File: config.mk
export PLATFORM = sky130hd
export DESIGN_NAME = reg_filter_writes
export DESIGN_NICKNAME = d
export VERILOG_FILES = /design/src/rtl/reg_filter_writes.sv
export SDC_FILE = /design/constraint.sdc
export NUM_CORES = 1
export LEC_CHECK = 0
export CAP_MARGIN = 30
export CORE_MARGIN = 2
export CORE_UTILIZATION = 35
export DETAILED_ROUTE_END_ITERATION = 10
export GPL_TIMING_DRIVEN = 0
export PLACE_DENSITY = 0.81
export SYNTH_ARGS = -nofsm -noshare
export SYNTH_HDL_FRONTEND = slang
export SYNTH_SLANG_ARGS = --single-unit
File: constraint.sdc
create_clock -name clk_i -period 2.05 [get_ports clk_i]
set_input_delay 0.205 -clock clk_i [delete_from_list [all_inputs] [get_ports clk_i]]
set_output_delay 0.205 -clock clk_i [all_outputs]
set_load 0.005 [all_outputs]
File: src/rtl/reg_filter_writes.sv
// Write filter and watchdog sitting between a bus-to-reg bridge and a register file.
// Rejected-strobe writes are answered locally; stalled forwarded transactions are aborted.
package reg_filter_writes_pkg;
  typedef struct packed {
    logic [31:0] addr;
    logic        write;
    logic [31:0] wdata;
    logic [3:0]  wstrb;
    logic        valid;
  } reg_req_t;

  typedef struct packed {
    logic [31:0] rdata;
    logic        error;
    logic        ready;
  } reg_rsp_t;
endpackage

module reg_filter_writes
  import reg_filter_writes_pkg::*;
#(
  parameter type         req_t         = reg_req_t,
  parameter type         rsp_t         = reg_rsp_t,
  parameter int          AddrWidth     = 32,
  parameter int          DataWidth     = 32,
  parameter bit          FilterPartial = 1'b0,
  parameter bit          ErrorOnFilter = 1'b0,
  parameter int unsigned TimeoutCycles = 0,
  parameter int          CntWidth      = 16
) (
  input  logic                 clk_i,
  input  logic                 rst_i,
  input  req_t                 in_req_i,
  output rsp_t                 in_rsp_o,
  output req_t                 out_req_o,
  input  rsp_t                 out_rsp_i,
  input  logic                 cnt_clear_i,
  output logic [CntWidth-1:0]  filtered_cnt_o,
  output logic [CntWidth-1:0]  timeout_cnt_o,
  output logic [AddrWidth-1:0] last_filt_addr_o,
  output logic                 filtered_o,
  output logic                 timeout_o
);

  localparam int StrbWidth = DataWidth / 8;
  localparam bit WdEnable  = (TimeoutCycles != 0);
  // Counter only has to reach TimeoutCycles-1 before the abort is taken.
  localparam int WdWidth   = (TimeoutCycles > 1) ? $clog2(TimeoutCycles) : 1;
  localparam logic [WdWidth-1:0] WdLast = WdWidth'(TimeoutCycles - 1);

  typedef enum logic [1:0] {IDLE, FWD, ACK, TOUT} state_e;

  state_e               state_q, state_d;
  logic [WdWidth-1:0]   wd_q, wd_d;
  logic [CntWidth-1:0]  filt_cnt_q, filt_cnt_d;
  logic [CntWidth-1:0]  tout_cnt_q, tout_cnt_d;
  logic [AddrWidth-1:0] last_addr_q, last_addr_d;

  logic strb_zero, strb_full, is_filtered;

  assign strb_zero   = (in_req_i.wstrb == {StrbWidth{1'b0}});
  assign strb_full   = (in_req_i.wstrb == {StrbWidth{1'b1}});
  assign is_filtered = in_req_i.valid && in_req_i.write &&
                       (FilterPartial ? !strb_full : strb_zero);

  always_comb begin
    state_d     = state_q;
    wd_d        = wd_q;
    filt_cnt_d  = filt_cnt_q;
    tout_cnt_d  = tout_cnt_q;
    last_addr_d = last_addr_q;
    out_req_o   = in_req_i;
    in_rsp_o    = out_rsp_i;

    case (state_q)
      IDLE: begin
        if (is_filtered) begin
          out_req_o.valid = 1'b0;
          in_rsp_o.ready  = 1'b0;
          last_addr_d     = in_req_i.addr;
          state_d         = ACK;
        end else if (in_req_i.valid && !out_rsp_i.ready) begin
          wd_d    = WdWidth'(1);
          state_d = (TimeoutCycles == 1) ? TOUT : FWD;
        end
      end
      FWD: begin
        if (out_rsp_i.ready) begin
          state_d = IDLE;
        end else if (WdEnable && (wd_q == WdLast)) begin
          state_d = TOUT;
        end else if (WdEnable) begin
          wd_d = wd_q + WdWidth'(1);
        end
      end
      ACK: begin
        out_req_o.valid = 1'b0;
        in_rsp_o.ready  = 1'b1;
        in_rsp_o.error  = ErrorOnFilter;
        in_rsp_o.rdata  = {DataWidth{1'b0}};
        if (filt_cnt_q != {CntWidth{1'b1}}) filt_cnt_d = filt_cnt_q + CntWidth'(1);
        state_d = IDLE;
      end
      TOUT: begin
        // Dropping valid downstream here deliberately aborts the stalled access.
        out_req_o.valid = 1'b0;
        in_rsp_o.ready  = 1'b1;
        in_rsp_o.error  = 1'b1;
        in_rsp_o.rdata  = {DataWidth{1'b0}};
        if (tout_cnt_q != {CntWidth{1'b1}}) tout_cnt_d = tout_cnt_q + CntWidth'(1);
        state_d = IDLE;
      end
      default: state_d = IDLE;
    endcase

    if (cnt_clear_i) begin
      filt_cnt_d = '0;
      tout_cnt_d = '0;
    end
  end

  always_ff @(posedge clk_i or posedge rst_i) begin
    if (rst_i) begin
      state_q     <= IDLE;
      wd_q        <= '0;
      filt_cnt_q  <= '0;
      tout_cnt_q  <= '0;
      last_addr_q <= '0;
    end else begin
      state_q     <= state_d;
      wd_q        <= wd_d;
      filt_cnt_q  <= filt_cnt_d;
      tout_cnt_q  <= tout_cnt_d;
      last_addr_q <= last_addr_d;
    end
  end

  assign filtered_cnt_o   = filt_cnt_q;
  assign timeout_cnt_o    = tout_cnt_q;
  assign last_filt_addr_o = last_addr_q;
  assign filtered_o       = (state_q == ACK);
  assign timeout_o        = (state_q == TOUT);

endmodule

==> impl_summary.log <==
[metrics] cts hold-fix bufs: 0
[metrics] number of nets with antenna violations after detailed routing: 0
[metrics] residual DRC count: 0
[metrics] final estimated routing congestion in global placement: roughly 0.89
[metrics] worst IR drop on VDD: 0.314 mV
[metrics] mux contribution to synthesized area: 0.108
[metrics] Total Die Area: 0.0118 mm^2
[metrics] Num CTS Buffers: 9
[metrics] Seq/Total Area, Yosys: 0.430
[metrics] combined global-route utilization of all metal layers: 0.212
[metrics] largest family of logic cells by synthesized area: simple AND/OR/NAND/NOR gates
[metrics] number of sinks on the clock net: 66
[metrics] global-route congestion overflow total: 0
[metrics] post-layout utilization of the core: 0.634
[metrics] antenna violations before repair: 0
[metrics] Die Span X: roughly 110 um
[metrics] maximum number of pins on one net before global-route repair: 39
[metrics] maximum fanout count along the critical path: 6
[metrics] number of levels the H-tree was split into: 3
[metrics] number of vias after detailed routing: roughly 3800
[metrics] adder-cell share of the synthesized area: 0.00651
[metrics] number of ports placed on the die boundary: 277
[metrics] CP max stage delay: ~0.59 ns
[metrics] synthesized net count: slightly below 500
[metrics] required time of the critical path: roughly 2.3 ns
[metrics] critical path, cell by cell: nand4_4 > or4_4 > or4_1 > a21oi_1
[metrics] wire length of the first global-routing pass: about 19 mm
[metrics] clock latency on the worst-skew pair: between 0.3 and 0.4 ns
[metrics] reported max-cap violation count: 0
[metrics] CORE AREA: roughly 0.011 mm^2
[metrics] net count of the finished layout: 753
[metrics] height of the chip: approximately 110 um
[metrics] Crit path buffers/inverters: 0
[metrics] max-slew headroom at the worst pin: 0.570
[metrics] Initial Util: 0.356
[metrics] parity-gate share of the synthesized area counting xor and xnor cells: 0
[metrics] TritonCTS clock tree: yes
[metrics] Worst Path Arrival: around 2.2 ns
[metrics] top library cells by usage in the layout, fill and taps aside: 227 x clkdlybuf4s50_1, 78 x buf_4, 62 x dfrtp_1
[metrics] routed wire length per instance: 16.0 um
[metrics] share of the clock period used by the worst path after layout: 0.962
[metrics] total inserted antenna cells: 0
[metrics] Worst Setup End Kind: flop
[metrics] CTS clk-pin slew, worst paths: 0.08 ns
[metrics] leakage power: ~3.0 nW
[metrics] Tightest Hold Check Type: input pin to asynchronous set/reset pin
[metrics] number of vias per cell after detailed routing: 4.87
[metrics] Final setup violation count: 0
[metrics] number of buffers on the longest clock path: 2
[metrics] basic-gate share of the synthesized area counting and, or, nand and nor cells: 0.202
[metrics] synthesized area: between 0.003 and 0.004 mm^2
[metrics] Final Max Tran Viols: 0
[metrics] iteration count of the initial detailed-routing pass: 4
[metrics] flop and latch count out of synthesis: 66
[metrics] library cells used by synthesis: 31
[metrics] gate family responsible for the most delay along the worst path: simple AND/OR/NAND/NOR gates
[metrics] Setup crit start kind: flop
[metrics] cells after synthesis: about 380
[metrics] final period demand of the worst path: around 2.0 ns
[metrics] vias in the first global route: 3788
[metrics] input/output buffers: between 200 and 250
[metrics] fraction of the mapped netlist area in compound gates: 0.0905
[metrics] most frequent standard cell in the layout excluding fill and tap cells: clkdlybuf4s50_1
[metrics] HPWL after DPL: 9.86 mm
[metrics] status: finished clean
[metrics] area grow syn2layout: 78.1%
[metrics] CP max-delay cell: or4_4
[metrics] slew at the pin closest to its max-slew limit: ~0.64 ns
[metrics] Hold Vio Cnt, Final: 0
[metrics] final wirelength: between 10 and 15 mm
[metrics] Worst Clk Skew: 0.0133 ns
[metrics] DR iter-0 viols: roughly 180
[metrics] Warnings, synthesis: 0
[metrics] row count: 38
[metrics] CTS root buffer: clkbuf_8
[metrics] post-layout total power: 3.47 mW
[metrics] ratio of total power to cell area: between 500 and 600 mW/mm^2
[metrics] share of post-route cells with drive strength above 1: 0.251
[metrics] Achievable Freq: between 500 and 600 MHz
[metrics] critical path class: flop to flop
[metrics] average cell area after synthesis: roughly 10 um^2
-- through the flow --
step                instance area (um^2)  setup WS (ns)  hold WS [ns]  TNS (ns)  cells
finish                              6850         0.0773         0.274         0    789
global route                        6850        -0.0261         0.336   -0.0410    789
CTS                                 6720        0.00342         0.288         0    786
detailed placement                  6470         -0.598         0.495    -10.45    768
global placement                    6450         -0.974         0.488    -73.52    767
floorplan                           3840          0.190         0.276         0    384
-- layout make-up --
class                           instances  area [um^2]
Sequential cell                        66         1660
Clock inverter                          5         55.1
Fill cell                             819         3950
Clock buffer                           11          131
Tap cell                              140          175
Timing Repair Buffer                  251         2530
Inverter                                9         33.8
Buffer                                 84          613
Multi-Input combinational cell        223         1650
-- cell usage after synthesis --
| master | instances | share of area |
|---|---|---|
| a21oi_1 | 24 | 0.031 |
| and4_1 | 2 | 0.0046 |
| buf_1 | 1 | 0.00098 |
| buf_2 | 7 | 0.0091 |
| buf_4 | 69 | 0.13 |
| clkbuf_1 | 9 | 0.0088 |
| dfrtp_1 | 66 | 0.43 |
| ha_1 | 2 | 0.0065 |
| inv_1 | 9 | 0.0088 |
| mux2_2 | 37 | 0.11 |
| nand2_1 | 12 | 0.012 |
| nand2b_1 | 3 | 0.0049 |
| nand3_1 | 13 | 0.017 |
| nand3b_1 | 1 | 0.0020 |
| nand4_1 | 9 | 0.015 |
| nand4_2 | 1 | 0.0033 |
| nand4b_1 | 1 | 0.0023 |
| nor2_1 | 9 | 0.0088 |
| nor2b_1 | 37 | 0.060 |
| nor3_1 | 2 | 0.0026 |
| nor3_2 | 1 | 0.0026 |
| nor4_1 | 6 | 0.0098 |
| nor4_2 | 2 | 0.0065 |
| o21ai_0 | 12 | 0.016 |
| o311ai_0 | 4 | 0.0091 |
| o31ai_1 | 13 | 0.025 |
| o41ai_1 | 4 | 0.0091 |
| or2_2 | 3 | 0.0049 |
| or3_1 | 9 | 0.015 |
| or4_1 | 15 | 0.029 |
| or4_4 | 1 | 0.0029 |
-- power breakdown --
| group | switching [mW] | total (mW) | internal, mW | leakage, nW |
|---|---|---|---|---|
| registers | 0.0573 | 1.47 | 1.41 | 0.886 |
| logic | 0.267 | 0.928 | 0.661 | 2.00 |
| clock network | 0.513 | 1.07 | 0.559 | 0.0893 |
| total | 0.838 | 3.47 | 2.63 | 2.97 |
-- worst reg2reg max path, stage by stage, from the launching register on --
cell	delay, ns
dfrtp_1	0.47
nand4_4	0.19
or4_4	0.59
or4_1	0.48
a21oi_1	0.16
-- final timing paths --
check	from	to	slack, ns	cells after the start
setup / recovery	filtered_cnt_o[4]	filtered_cnt_o[15]	0.08	4
hold / removal	rst_i	last_filt_addr_o[27]	0.27	2
setup reg to reg	filtered_cnt_o[4]	filtered_cnt_o[15]	0.08	4
hold reg to reg	last_filt_addr_o[22]	last_filt_addr_o[22]	0.51	1
max in group asynchronous	rst_i	state_q[0]	1.12	3
min in group clk_i	cnt_clear_i	timeout_cnt_o[12]	0.31	2
-- repair_timing --
action	4_1_cts	5_1_grt
endpoints found under the setup margin	41	48
gates resized for setup	18	34
gates cloned	0	0
buffers inserted	2	5
pin swaps	3	5
-- routing by layer --
layer	vias up	track usage	routed length, um	share of wire
li1	1822	-	-	-
met1	1812	0.253	4900	0.39
met2	188	0.373	6580	0.52
met3	21	0.0520	912	0.072
met4	0	0.0687	217	0.017
met5	-	0	0	0
-- sequential cells by signal, indices dropped and copies added (netlist names) --
| signal | count |
|---|---|
| timeout_cnt_o | 16 |
| state_q | 2 |
| last_filt_addr_o | 32 |
| filtered_cnt_o | 16 |
-- logic make-up after synthesis --
kind of cell               count (synthesis)
and+or+nand+nor                          127
buffers and inverters                     95
DFF                                       66
AOI/OAI and AO/OA                         57
muxes                                     37
adders and majority gates                  2
(Power assumes the default switching activity.)
